==> src/rtl/spell_wb_host_pkg.sv <==
// Shared register map of the spell core's Wishbone slave and the host FSM state encoding.
package spell_wb_pkg;

    localparam logic [23:0] REG_PC            = 24'h000;
    localparam logic [23:0] REG_SP            = 24'h004;
    localparam logic [23:0] REG_EXEC          = 24'h008;
    localparam logic [23:0] REG_RUN           = 24'h00C;
    localparam logic [23:0] REG_CYCLES_PER_MS = 24'h010;
    localparam logic [23:0] REG_STACK_TOP     = 24'h014;
    localparam logic [23:0] REG_STACK_PUSH    = 24'h018;

    typedef enum logic [2:0] {
        ST_IDLE = 3'd0,
        ST_BUS  = 3'd1,
        ST_GAP  = 3'd2,
        ST_POLL = 3'd3,
        ST_RESP = 3'd4
    } host_state_e;

endpackage

==> src/rtl/spell_wb_host_if.sv <==
// Command/response port (controller is master) and Wishbone classic bus (host is master).
interface spell_wb_host_if;
    logic        cmd_valid;
    logic        cmd_ready;
    logic        cmd_we;
    logic [23:0] cmd_addr;
    logic [31:0] cmd_wdata;
    logic        cmd_wait_sleep;
    logic        rsp_valid;
    logic        rsp_ready;
    logic [31:0] rsp_rdata;
    logic        rsp_err;

    modport master (
        output cmd_valid, cmd_we, cmd_addr, cmd_wdata, cmd_wait_sleep, rsp_ready,
        input  cmd_ready, rsp_valid, rsp_rdata, rsp_err
    );
    modport slave (
        input  cmd_valid, cmd_we, cmd_addr, cmd_wdata, cmd_wait_sleep, rsp_ready,
        output cmd_ready, rsp_valid, rsp_rdata, rsp_err
    );
endinterface

interface spell_wb_bus_if;
    logic        o_wb_cyc;
    logic        o_wb_stb;
    logic        o_wb_we;
    logic [31:0] o_wb_addr;
    logic [31:0] o_wb_data;
    logic        i_wb_ack;
    logic [31:0] i_wb_data;

    modport master (
        output o_wb_cyc, o_wb_stb, o_wb_we, o_wb_addr, o_wb_data,
        input  i_wb_ack, i_wb_data
    );
    modport slave (
        input  o_wb_cyc, o_wb_stb, o_wb_we, o_wb_addr, o_wb_data,
        output i_wb_ack, i_wb_data
    );
endinterface

==> src/rtl/spell_wb_host_timeout.sv <==
// spell_wb_timeout: saturating wait counter; expire_o fires combinationally on the increment that reaches LIMIT.
// No backpressure; clr_i has priority over inc_i.
module spell_wb_timeout #(
    parameter int unsigned LIMIT = 255
) (
    input  logic clk,
    input  logic rst,
    input  logic clr_i,
    input  logic inc_i,
    output logic expire_o
);
    localparam int unsigned CNT_W = $clog2(LIMIT + 1);

    logic [CNT_W-1:0] cnt_q, cnt_d;

    assign expire_o = inc_i && !clr_i && (cnt_q >= CNT_W'(LIMIT - 1));

    always_comb begin
        cnt_d = cnt_q;
        if (clr_i) begin
            cnt_d = '0;
        end else if (inc_i && (cnt_q != CNT_W'(LIMIT))) begin
            cnt_d = cnt_q + 1'b1;
        end
    end

    always_ff @(posedge clk or posedge rst) begin
        if (rst) begin
            cnt_q <= '0;
        end else begin
            cnt_q <= cnt_d;
        end
    end

endmodule

==> src/rtl/spell_wb_host.sv <==
// spell_wb_host: one command -> one single-beat Wishbone cycle, optional REG_RUN poll; response >= 2 cycles after accept,
// cmd_ready low until the response handshake. Bus timeout only when SPELL_WB_HOST_TIMEOUT_EN is defined.
module spell_wb_host
    import spell_wb_pkg::*;
#(
    parameter int unsigned TIMEOUT_CYCLES = 255,
    parameter int unsigned MAX_POLLS      = 1023
) (
    input  logic           clk,
    input  logic           rst,
    spell_wb_host_if.slave cmd_if,
    spell_wb_bus_if.master wb_if
);
    localparam int unsigned POLL_W = $clog2(MAX_POLLS + 1);

    if (TIMEOUT_CYCLES == 0 || MAX_POLLS == 0) begin : g_bad_params
        $error("spell_wb_host: TIMEOUT_CYCLES and MAX_POLLS must be nonzero");
    end

    host_state_e       state_q, state_d;
    logic              we_q, wait_sleep_q;
    logic [23:0]       addr_q;
    logic [31:0]       wdata_q;
    logic [31:0]       rdata_q, rdata_d;
    logic              err_q, err_d;
    logic [POLL_W-1:0] poll_cnt_q, poll_cnt_d;
    logic              accept, in_bus, in_poll, bus_active, expired;

    assign accept     = (state_q == ST_IDLE) && cmd_if.cmd_valid;
    assign in_bus     = (state_q == ST_BUS);
    assign in_poll    = (state_q == ST_POLL);
    assign bus_active = in_bus || in_poll;

`ifdef SPELL_WB_HOST_TIMEOUT_EN
    spell_wb_timeout #(
        .LIMIT (TIMEOUT_CYCLES)
    ) u_timeout (
        .clk      (clk),
        .rst      (rst),
        .clr_i    (!bus_active),
        .inc_i    (bus_active && !wb_if.i_wb_ack),
        .expire_o (expired)
    );
`else
    assign expired = 1'b0;
`endif

    // Bus strobes decode straight from the async-reset state register so reset drops them immediately.
    assign cmd_if.cmd_ready = (state_q == ST_IDLE);
    assign cmd_if.rsp_valid = (state_q == ST_RESP);
    assign cmd_if.rsp_rdata = rdata_q;
    assign cmd_if.rsp_err   = err_q;
    assign wb_if.o_wb_cyc   = bus_active;
    assign wb_if.o_wb_stb   = bus_active;
    assign wb_if.o_wb_we    = in_bus && we_q;
    assign wb_if.o_wb_addr  = in_bus  ? {8'h00, addr_q}  :
                              in_poll ? {8'h00, REG_RUN} : 32'h0;
    assign wb_if.o_wb_data  = (in_bus && we_q) ? wdata_q : 32'h0;

    always_comb begin
        state_d    = state_q;
        rdata_d    = rdata_q;
        err_d      = err_q;
        poll_cnt_d = poll_cnt_q;
        unique case (state_q)
            ST_IDLE: begin
                if (cmd_if.cmd_valid) begin
                    state_d    = ST_BUS;
                    rdata_d    = 32'h0;
                    err_d      = 1'b0;
                    poll_cnt_d = '0;
                end
            end
            ST_BUS: begin
                if (wb_if.i_wb_ack) begin
                    rdata_d = we_q ? 32'h0 : wb_if.i_wb_data;
                    state_d = wait_sleep_q ? ST_GAP : ST_RESP;
                end else if (expired) begin
                    rdata_d = 32'h0;
                    err_d   = 1'b1;
                    state_d = ST_RESP;
                end
            end
            ST_GAP: begin
                state_d = ST_POLL;
            end
            ST_POLL: begin
                if (wb_if.i_wb_ack) begin
                    rdata_d = wb_if.i_wb_data;
                    if (poll_cnt_q != POLL_W'(MAX_POLLS)) begin
                        poll_cnt_d = poll_cnt_q + 1'b1;
                    end
                    if (!wb_if.i_wb_data[0]) begin
                        state_d = ST_RESP;
                    end else if (poll_cnt_d == POLL_W'(MAX_POLLS)) begin
                        err_d   = 1'b1;
                        state_d = ST_RESP;
                    end else begin
                        state_d = ST_GAP;
                    end
                end else if (expired) begin
                    rdata_d = 32'h0;
                    err_d   = 1'b1;
                    state_d = ST_RESP;
                end
            end
            ST_RESP: begin
                if (cmd_if.rsp_ready) begin
                    state_d = ST_IDLE;
                end
            end
            default: begin
                state_d = ST_IDLE;
            end
        endcase
    end

    always_ff @(posedge clk or posedge rst) begin
        if (rst) begin
            state_q      <= ST_IDLE;
            rdata_q      <= 32'h0;
            err_q        <= 1'b0;
            poll_cnt_q   <= '0;
            we_q         <= 1'b0;
            wait_sleep_q <= 1'b0;
            addr_q       <= 24'h0;
            wdata_q      <= 32'h0;
        end else begin
            state_q    <= state_d;
            rdata_q    <= rdata_d;
            err_q      <= err_d;
            poll_cnt_q <= poll_cnt_d;
            if (accept) begin
                we_q         <= cmd_if.cmd_we;
                wait_sleep_q <= cmd_if.cmd_wait_sleep;
                addr_q       <= cmd_if.cmd_addr;
                wdata_q      <= cmd_if.cmd_wdata;
            end
        end
    end

endmodule

==> src/flat_wrapper.sv <==
// flat-port wrapper written by rule: the top's interface ports become plain ports
module spell_wb_host_flat import spell_wb_pkg::*;
#(
    parameter int unsigned TIMEOUT_CYCLES = 255,
    parameter int unsigned MAX_POLLS      = 1023
)
  (clk, rst, cmd_if_cmd_valid, cmd_if_cmd_we, cmd_if_cmd_addr, cmd_if_cmd_wdata, cmd_if_cmd_wait_sleep, cmd_if_rsp_ready, cmd_if_cmd_ready, cmd_if_rsp_valid, cmd_if_rsp_rdata, cmd_if_rsp_err, wb_if_o_wb_cyc, wb_if_o_wb_stb, wb_if_o_wb_we, wb_if_o_wb_addr, wb_if_o_wb_data, wb_if_i_wb_ack, wb_if_i_wb_data);
  spell_wb_host_if cmd_if_i ();
  spell_wb_bus_if wb_if_i ();
  input  logic clk;
  input  logic rst;
  input wire logic [$bits(cmd_if_i.cmd_valid)-1:0] cmd_if_cmd_valid;
  input wire logic [$bits(cmd_if_i.cmd_we)-1:0] cmd_if_cmd_we;
  input wire logic [$bits(cmd_if_i.cmd_addr)-1:0] cmd_if_cmd_addr;
  input wire logic [$bits(cmd_if_i.cmd_wdata)-1:0] cmd_if_cmd_wdata;
  input wire logic [$bits(cmd_if_i.cmd_wait_sleep)-1:0] cmd_if_cmd_wait_sleep;
  input wire logic [$bits(cmd_if_i.rsp_ready)-1:0] cmd_if_rsp_ready;
  output wire logic [$bits(cmd_if_i.cmd_ready)-1:0] cmd_if_cmd_ready;
  output wire logic [$bits(cmd_if_i.rsp_valid)-1:0] cmd_if_rsp_valid;
  output wire logic [$bits(cmd_if_i.rsp_rdata)-1:0] cmd_if_rsp_rdata;
  output wire logic [$bits(cmd_if_i.rsp_err)-1:0] cmd_if_rsp_err;
  output wire logic [$bits(wb_if_i.o_wb_cyc)-1:0] wb_if_o_wb_cyc;
  output wire logic [$bits(wb_if_i.o_wb_stb)-1:0] wb_if_o_wb_stb;
  output wire logic [$bits(wb_if_i.o_wb_we)-1:0] wb_if_o_wb_we;
  output wire logic [$bits(wb_if_i.o_wb_addr)-1:0] wb_if_o_wb_addr;
  output wire logic [$bits(wb_if_i.o_wb_data)-1:0] wb_if_o_wb_data;
  input wire logic [$bits(wb_if_i.i_wb_ack)-1:0] wb_if_i_wb_ack;
  input wire logic [$bits(wb_if_i.i_wb_data)-1:0] wb_if_i_wb_data;
  assign cmd_if_i.cmd_valid = cmd_if_cmd_valid;
  assign cmd_if_i.cmd_we = cmd_if_cmd_we;
  assign cmd_if_i.cmd_addr = cmd_if_cmd_addr;
  assign cmd_if_i.cmd_wdata = cmd_if_cmd_wdata;
  assign cmd_if_i.cmd_wait_sleep = cmd_if_cmd_wait_sleep;
  assign cmd_if_i.rsp_ready = cmd_if_rsp_ready;
  assign cmd_if_cmd_ready = cmd_if_i.cmd_ready;
  assign cmd_if_rsp_valid = cmd_if_i.rsp_valid;
  assign cmd_if_rsp_rdata = cmd_if_i.rsp_rdata;
  assign cmd_if_rsp_err = cmd_if_i.rsp_err;
  assign wb_if_o_wb_cyc = wb_if_i.o_wb_cyc;
  assign wb_if_o_wb_stb = wb_if_i.o_wb_stb;
  assign wb_if_o_wb_we = wb_if_i.o_wb_we;
  assign wb_if_o_wb_addr = wb_if_i.o_wb_addr;
  assign wb_if_o_wb_data = wb_if_i.o_wb_data;
  assign wb_if_i.i_wb_ack = wb_if_i_wb_ack;
  assign wb_if_i.i_wb_data = wb_if_i_wb_data;
  spell_wb_host #(.TIMEOUT_CYCLES(TIMEOUT_CYCLES), .MAX_POLLS(MAX_POLLS)) u_core (.clk(clk), .rst(rst), .cmd_if(cmd_if_i), .wb_if(wb_if_i));
endmodule
==> config.mk <==
export PLATFORM = sky130hd
export DESIGN_NAME = spell_wb_host_flat
export DESIGN_NICKNAME = d
export VERILOG_FILES = /design/src/rtl/spell_wb_host_pkg.sv /design/src/rtl/spell_wb_host_if.sv /design/src/rtl/spell_wb_host_timeout.sv /design/src/rtl/spell_wb_host.sv /design/src/flat_wrapper.sv
export SDC_FILE = /design/constraint.sdc
export NUM_CORES = 1
export LEC_CHECK = 0
export CAP_MARGIN = 30
export CORE_ASPECT_RATIO = 0.75
export CORE_MARGIN = 4
export CORE_UTILIZATION = 39
export CTS_CLUSTER_DIAMETER = 200
export DETAILED_ROUTE_END_ITERATION = 16
export GPL_TIMING_DRIVEN = 0
export PLACE_DENSITY_LB_ADDON = 0.08
export SLEW_MARGIN = 30
export SYNTH_ARGS = -nofsm -noshare
export SYNTH_HDL_FRONTEND = slang
export SYNTH_SLANG_ARGS = --single-unit
==> constraint.sdc <==
create_clock -name clk -period 3.8 [get_ports clk]
set_clock_uncertainty 0.05 [all_clocks]
set_input_delay 1.14 -clock clk [delete_from_list [all_inputs] [get_ports clk]]
set_output_delay 1.14 -clock clk [all_outputs]
set_load 0.02 [all_outputs]
Yosys cells after proc, flatten, opt, wreduce, memory -nomap -nowiden
Cells that the tools add are included.
Word-level totals
  output and inout port bits: 102
  bits in registers: 104
  logic and storage cells: 58
  input port bits: 95
Operators by class
  $add $sub $neg: 1
  reductions and logical operators: 10
  eq/ne operators: 12
  mux-type cells: 27
Operators with widths (count)
  2-to-1 mux 32 bit: 6
  one-hot mux 32 bit (3 select lines): 1
  2-to-1 mux 10 bit: 5
  2-to-1 mux 3 bit: 7
  one-hot mux 10 bit (2 select lines): 1
  one-hot mux 3 bit (5 select lines): 1
  inequality test 2 bit, second input constant: 6
  adder 10 x 1 -> 10 bit, second input constant: 1
  equality test 10 bit, second input constant: 1
  inequality test 10 bit, second input constant: 1
  AND reduction 4 bit: 2
  equality test 3 x 2 -> 1 bit, second input constant: 2
  AND reduction 5 bit: 1
  2-to-1 mux 1 bit: 4
  2-to-1 mux 4 bit: 1
  equality test 3 x 1 -> 1 bit, second input constant: 1
  equality test 3 bit, second input constant: 1
  zero test 3 bit: 1
  AND reduction 3 bit: 1
  nonzero test 3 bit: 1
  logical AND 1 bit: 2
  one-hot mux 1 bit (2 select lines): 1
  nonzero test 2 bit: 1
  logical OR 1 bit: 1

Logic depth before layout (Yosys ltp)
Gate-level depths: netlist of run 1.
  depth after elaboration: 9
  depth in mapped cells: 8
  depth with buffers taken out: 7

Worst setup path after synthesis of run 1
No wires, ideal clock.
  kind: reg-to-output
  from: reg u_core.state_q[2]
  to: out wb_if_o_wb_data[22]
  arrival: 1.649 ns
  stages on the path, launching flop included: 7
  slack: 0.961 ns
  path buffers: 1
  data required time: 2.610 ns
  cells stage by stage: dfrtp_1 > inv_1 > nand2_1 > inv_1 > and3_1 > clkbuf_1 > and2_1
On the way
  word-level cells in the longest chain between the ends: 3
Ends and longest elaborated chain
  from (decl): RTL line spell_wb_host.sv:20  | host_state_e state_q, state_d;
  from (signal assigned): RTL line spell_wb_host.sv:129  | state_q <= state_d;
  equality test 3 x 1 -> 1 bit: RTL line spell_wb_host.sv:30  | assign in_bus = (state_q == ST_BUS);
  logical AND 1 bit
  net wb_if_o_wb_we: RTL line flat_wrapper.sv:24  | output wire logic [$bits(wb_if_i.o_wb_we)-1:0] wb_if_o_wb_we;
  2-to-1 mux 32 bit: RTL line spell_wb_host.sv:58  | assign wb_if.o_wb_data = (in_bus && we_q) ? wdata_q : 32'h0;
  to (decl): RTL line flat_wrapper.sv:26  | output wire logic [$bits(wb_if_i.o_wb_data)-1:0] wb_if_o_wb_data;
The timed path passes the listed nets, and every way through them passes these cells.

Final worst setup path of run 1
  from: reg u_core.state_q[2]
  to: out wb_if_o_wb_data[2]
On the way
  word-level cells in the longest chain between the ends: 3
Ends and longest elaborated chain (RTL line)
  equality test 3 x 1 -> 1 bit: spell_wb_host.sv:30
  logical AND 1 bit: spell_wb_host.sv:58
  2-to-1 mux 32 bit: spell_wb_host.sv:58
Every way passes these cells.

==> report_table.html, run 1 <==
<table>
<tr><th>Metric</th><th>Value</th></tr>
<tr><th colspan="2">Timing</th></tr>
<tr><td>Post-Route Setup TNS</td><td>0 ns</td></tr>
<tr><td>Number of pins exceeding their max-slew limit in the final report</td><td>0</td></tr>
<tr><td>Tightest hold margin</td><td>0.419 ns</td></tr>
<tr><td>Max_slew headroom</td><td>49.6%</td></tr>
<tr><td>Fin crit share</td><td>96.5%</td></tr>
<tr><td>Final setup violating endpoints</td><td>0</td></tr>
<tr><td>Fmax</td><td>273 MHz</td></tr>
<tr><td>Worst slew pin tran</td><td>0.751 ns</td></tr>
<tr><td>Final setup margin</td><td>0.133 ns</td></tr>
<tr><td>Final critical path time including I/O delays and setup</td><td>~3.7 ns</td></tr>
<tr><td>Final hold violation count</td><td>0</td></tr>
<tr><td>Unrepaired setup endpoints after global routing</td><td>false</td></tr>
<tr><th colspan="2">Synthesis</th></tr>
<tr><td>Seq/Total Area, Yosys</td><td>a little over half</td></tr>
<tr><td>Main combinational cell family by area after synthesis</td><td>simple AND/OR/NAND/NOR gates</td></tr>
<tr><td>Average instance area after synthesis</td><td>8.41 µm²</td></tr>
<tr><td>Number of flip-flops and latches in the synthesized netlist</td><td>around 100</td></tr>
<tr><td>Post-Synthesis Cell Area</td><td>0.00474 mm²</td></tr>
<tr><td>Number of instances in the synthesized netlist</td><td>564</td></tr>
<tr><td>Primary flip-flop cell chosen by synthesis mapping</td><td>dfrtp_1</td></tr>
<tr><td>Distinct cell type count after synthesis</td><td>just over 40</td></tr>
<tr><td>Fraction of the mapped netlist area in compound gates</td><td>7.67%</td></tr>
<tr><td>Yosys Warn Count</td><td>0</td></tr>
<tr><td>Number of synthesized flops with an enable pin</td><td>0</td></tr>
<tr><td>Basic-gate share of the synthesized area counting and, or, nand and nor cells</td><td>31.5%</td></tr>
<tr><td>Mux contribution to synthesized area</td><td>0.475%</td></tr>
<tr><td>FFs w/ async S/R, synth</td><td>100%</td></tr>
<tr><td>Post-synthesis adder-cell area fraction</td><td>0.264%</td></tr>
<tr><td>Synthesized-area fraction occupied by xor and xnor cells</td><td>0.369%</td></tr>
<tr><th colspan="2">Drt</th></tr>
<tr><td>Total wirelength of the detailed-routed design</td><td>between 10,000 and 15,000 µm</td></tr>
<tr><td>Routed length per placed instance</td><td>14.5 µm</td></tr>
<tr><td>Total via count after detailed routing</td><td>4,439</td></tr>
<tr><td>First-pass iteration count of the detailed router</td><td>4</td></tr>
<tr><td>Post-detailed-route DRC marker count</td><td>0</td></tr>
<tr><td>Via density per instance</td><td>around 4.7</td></tr>
<tr><td>DR iter-0 viols</td><td>205</td></tr>
<tr><td>Number of antenna-violating nets in the routed design</td><td>0</td></tr>
<tr><th colspan="2">Outcome</th></tr>
<tr><td>Status</td><td>finished clean</td></tr>
<tr><th colspan="2">Run</th></tr>
<tr><td>Number of violations of the max-capacitance limit</td><td>0</td></tr>
<tr><th colspan="2">Critical path</th></tr>
<tr><td>Maximum fanout along the worst path</td><td>10</td></tr>
<tr><td>Origin of the critical flop-to-flop path</td><td>u_core.state_q[0]$_DFFE_PP0P_</td></tr>
<tr><td>Destination of the worst register-to-register timing path</td><td>u_core.cmd_if.rsp_rdata[1]$_DFFE_PP0P_</td></tr>
<tr><td>WS Path Type</td><td>flop to output pin</td></tr>
<tr><td>Setup crit start</td><td>u_core.state_q[2]$_DFFE_PP0P_</td></tr>
<tr><td>List of cells traversed by the critical path</td><td>inv_1 &gt; nand2_2 &gt; inv_4 &gt; and3_2 &gt; clkbuf_2 &gt; and2_1 &gt; clkdlybuf4s50_1</td></tr>
<tr><td>Max stage delay on crit path</td><td>around 0.63 ns</td></tr>
<tr><td>Data arrival time at the worst-slack endpoint</td><td>2.48 ns</td></tr>
<tr><td>Worst setup slack for register-to-register paths</td><td>approximately 1.4 ns</td></tr>
<tr><td>Path length in cells of the critical path</td><td>7</td></tr>
<tr><td>Worst EP required</td><td>2.61 ns</td></tr>
<tr><td>Cell with the largest stage delay on the worst path</td><td>clkdlybuf4s50_1</td></tr>
<tr><td>Startpoint types</td><td>flop</td></tr>
<tr><td>Kind of cell adding the most delay to the critical path</td><td>buffers and inverters</td></tr>
<tr><td>Worst reg-to-reg path cell count</td><td>5</td></tr>
<tr><td>Worst setup EP type</td><td>output pin</td></tr>
<tr><td>Critical path buffers and inverters</td><td>4</td></tr>
<tr><th colspan="2">Power and ir drop</th></tr>
<tr><td>Post-layout power</td><td>0.00510 W</td></tr>
<tr><td>Total internal power</td><td>0.00309 W</td></tr>
<tr><td>Part of the power in registers</td><td>about a third</td></tr>
<tr><td>Cell leakage power</td><td>3.47 nW</td></tr>
<tr><td>Share of power burned in combinational logic</td><td>47.0%</td></tr>
<tr><td>Switching part of the total</td><td>between 30% and 40%</td></tr>
<tr><td>VDD IR-drop max</td><td>0.301 mV</td></tr>
<tr><td>Clock share of power</td><td>between 10% and 20%</td></tr>
<tr><td>Ratio of total power to cell area</td><td>about 700 mW/mm²</td></tr>
<tr><td>Switching power</td><td>0.00201 W</td></tr>
<tr><th colspan="2">Clock network</th></tr>
<tr><td>Clock transition at the registers of the reported paths</td><td>0.06 ns</td></tr>
<tr><td>Clock root buffer</td><td>clkbuf_16</td></tr>
<tr><td>CTS tree</td><td>done</td></tr>
<tr><td>Clock buffer count from CTS</td><td>9</td></tr>
<tr><td>Sink Count</td><td>104</td></tr>
<tr><td>Insertion delay of the later-clocked pin in the worst-skew pair</td><td>0.33 ns</td></tr>
<tr><td>CTS Buffer Depth</td><td>2</td></tr>
<tr><td>CTS H-tree lvls</td><td>3</td></tr>
<tr><td>Number of hold buffers added after cts</td><td>0</td></tr>
<tr><td># Post-CTS Setup Buffers</td><td>0</td></tr>
<tr><th colspan="2">Floorplan</th></tr>
<tr><td>Chip Height</td><td>approximately 100 µm</td></tr>
<tr><td>Initial cell density of the core</td><td>40.4%</td></tr>
<tr><td>Total number of placement rows</td><td>34</td></tr>
<tr><td>Die Outline Area</td><td>approximately 0.014 mm²</td></tr>
<tr><td>Standard cell core area</td><td>approximately 0.012 mm²</td></tr>
<tr><td>Die boundary width</td><td>~140 µm</td></tr>
<tr><td>Number of top-level design ports</td><td>197</td></tr>
<tr><th colspan="2">Finish</th></tr>
<tr><td>Final nets</td><td>870</td></tr>
<tr><td>Count of inserted antenna diode cells</td><td>0</td></tr>
<tr><td>Synthesis-to-finish area growth</td><td>53.5%</td></tr>
<tr><td>Share of layout cells above drive strength 1</td><td>4.76%</td></tr>
<tr><td>Design Area, Final</td><td>0.00728 mm²</td></tr>
<tr><td>FILL cells</td><td>1,042</td></tr>
<tr><th colspan="2">Hold path</th></tr>
<tr><td>Critical hold path startpoint</td><td>u_core.wdata_q[31]$_DFFE_PP0P_</td></tr>
<tr><td>WHS Path Cells</td><td>2</td></tr>
<tr><td>Worst min-delay path endpoint</td><td>u_core.wdata_q[31]$_DFFE_PP0P_</td></tr>
<tr><td>Worst hold-check path type</td><td>flop to flop</td></tr>
<tr><th colspan="2">Global routing</th></tr>
<tr><td>GR Util All Layers</td><td>roughly 20%</td></tr>
<tr><td>Pin count of the biggest net entering global routing</td><td>30</td></tr>
<tr><td>Number of global-route vias before repair</td><td>4,388</td></tr>
<tr><td>Antenna violations before repair</td><td>0</td></tr>
<tr><td>Residual overflow from global routing</td><td>0</td></tr>
<tr><td>Wire length of the first global-routing pass</td><td>22,300 µm</td></tr>
<tr><th colspan="2">Placement</th></tr>
<tr><td>Cell area after placement</td><td>0.00695 mm²</td></tr>
<tr><td>Count of port buffers added during placement</td><td>188</td></tr>
<tr><td>Placer congestion estimate</td><td>0.851</td></tr>
<tr><td>DP Wirelength</td><td>10,400 µm</td></tr>
<tr><td>Worst setup slack before clock tree synthesis</td><td>around 0.10 ns</td></tr>
</table>
[cell type report]
cell class / count / area (µm²) / share of cell area, %
Sequential cell: 104 / 2600 / 35.7
Timing Repair Buffer: 192 / 1990 / 27.3
Multi-Input combinational cell: 416 / 1950 / 26.7
Clock buffer: 10 / 239 / 3.28
Tap cell: 162 / 203 / 2.78
Buffer: 42 / 196 / 2.70
Clock inverter: 4 / 70.1 / 0.962
Inverter: 9 / 40.0 / 0.550
[how the worst max path moves through the flow]
stage	to	slack (ns)
2_1_floorplan	wb_if_o_wb_data[22]	0.96
3_3_place_gp	wb_if_o_wb_data[4]	0.16
3_5_place_dp	wb_if_o_wb_data[4]	0.10
4_1_cts	wb_if_o_wb_data[4]	0.03
5_1_grt	wb_if_o_wb_data[2]	0.008
6_report	wb_if_o_wb_data[2]	0.13
[placed cells by master, fill, tap and decap left out, types with 23 or more instances in the layout]
cell / synthesis / layout
nand2_1: 247 / 246
clkdlybuf4s50_1: 0 / 184
dfrtp_1: 104 / 104
o21ai_0: 38 / 38
and2_1: 33 / 33
and3_1: 26 / 25
clkbuf_1: 26 / 23
[synth_stat cells, types with 2 or more instances]
library cell	count	area, µm²
a21oi_1	5	25.0
nand3_1	9	45.0
buf_1	6	22.5
buf_4	9	67.6
and3_1	26	163
and4_1	2	17.5
o211ai_1	2	15.0
nor2_1	6	22.5
and2_1	33	206
nand2_1	247	927
or3_1	2	12.5
a211o_1	2	17.5
o31ai_1	2	15.0
clkbuf_1	26	97.6
dfrtp_1	104	2600
o21ai_0	38	190
a31oi_1	4	25.0
inv_1	9	33.8
xor2_1	2	17.5
nor3_1	9	45.0
[state kept, by name, summed over array words and instances (netlist names)]
name / cells
u_core.cmd_if.rsp_rdata: 32
u_core.wdata_q: 32
u_core.addr_q: 24
u_core.poll_cnt_q: 10
u_core.state_q: 3
u_core.cmd_if.rsp_err: 1
u_core.wait_sleep_q: 1
u_core.we_q: 1
[cell families (layout without fill, tap and decap cells)]
kind of cell | count (synthesis) | after routing
AOI/OAI and AO/OA | 62 | 62
xor gates and xnor gates | 2 | 2
adders and majority gates | 1 | 1
buffers and inverters | 51 | 257
DFF | 104 | 104
muxes | 2 | 2
other | 1 | 8
and+or+nand+nor | 341 | 341
[power groups by stage]
stage | combinational, W | clock (W) | sequential, W
6_report | 0.00240 | 0.000961 | 0.00175
5_1_grt | 0.00267 | 0.00104 | 0.00180
4_1_cts | 0.00242 | 0.000991 | 0.00174
3_5_place_dp | 0.00240 | 0 | 0.00176
3_3_place_gp | 0.00234 | 0 | 0.00174
2_1_floorplan | 0.00127 | 0 | 0.00183
[worst reg2reg max path, cell delays in order (launching register included)]
cell and delay (ns):
dfrtp_1 0.44, nor3_1 0.42, mux2_2 0.38, o21ai_1 0.40, clkbuf_1 0.41, o21ai_0 0.18
[repair_timing]
| item | 4_1_cts | 5_1_grt |
|---|---|---|
| gates resized for setup | 5 | 6 |
| pin swaps | 0 | 0 |
| endpoints found under the setup margin | 30 | 38 |
[stage by stage]
step	cells	utilization, %
finish	939	62.0
floorplan	571	-
detailed placement	925	59.2
global placement	921	58.4
CTS	939	61.9
global route	939	62.0
[metal layers]
layer | GRT usage, % | vias to the layer above | share of wire, %
met5 | 0 | - | 0
met4 | 6.69 | 0 | 2.2
met3 | 7.36 | 20 | 9.3
met2 | 29.0 | 160 | 43
met1 | 26.4 | 2042 | 45
li1 | - | 2217 | -
Power figures use the tool's default switching activity.
==> run 2: changes to the inputs <==
--- a/config.mk
+++ b/config.mk
@@ -10,6 +10,7 @@
 export CORE_MARGIN = 4
 export CORE_UTILIZATION = 39
 export CTS_CLUSTER_DIAMETER = 200
+export CTS_CLUSTER_SIZE = 14
 export DETAILED_ROUTE_END_ITERATION = 16
 export GPL_TIMING_DRIVEN = 0
 export PLACE_DENSITY_LB_ADDON = 0.08
==> results of run 2 <==
No change in the layout: final DEF, timing and power equal those of run 1.
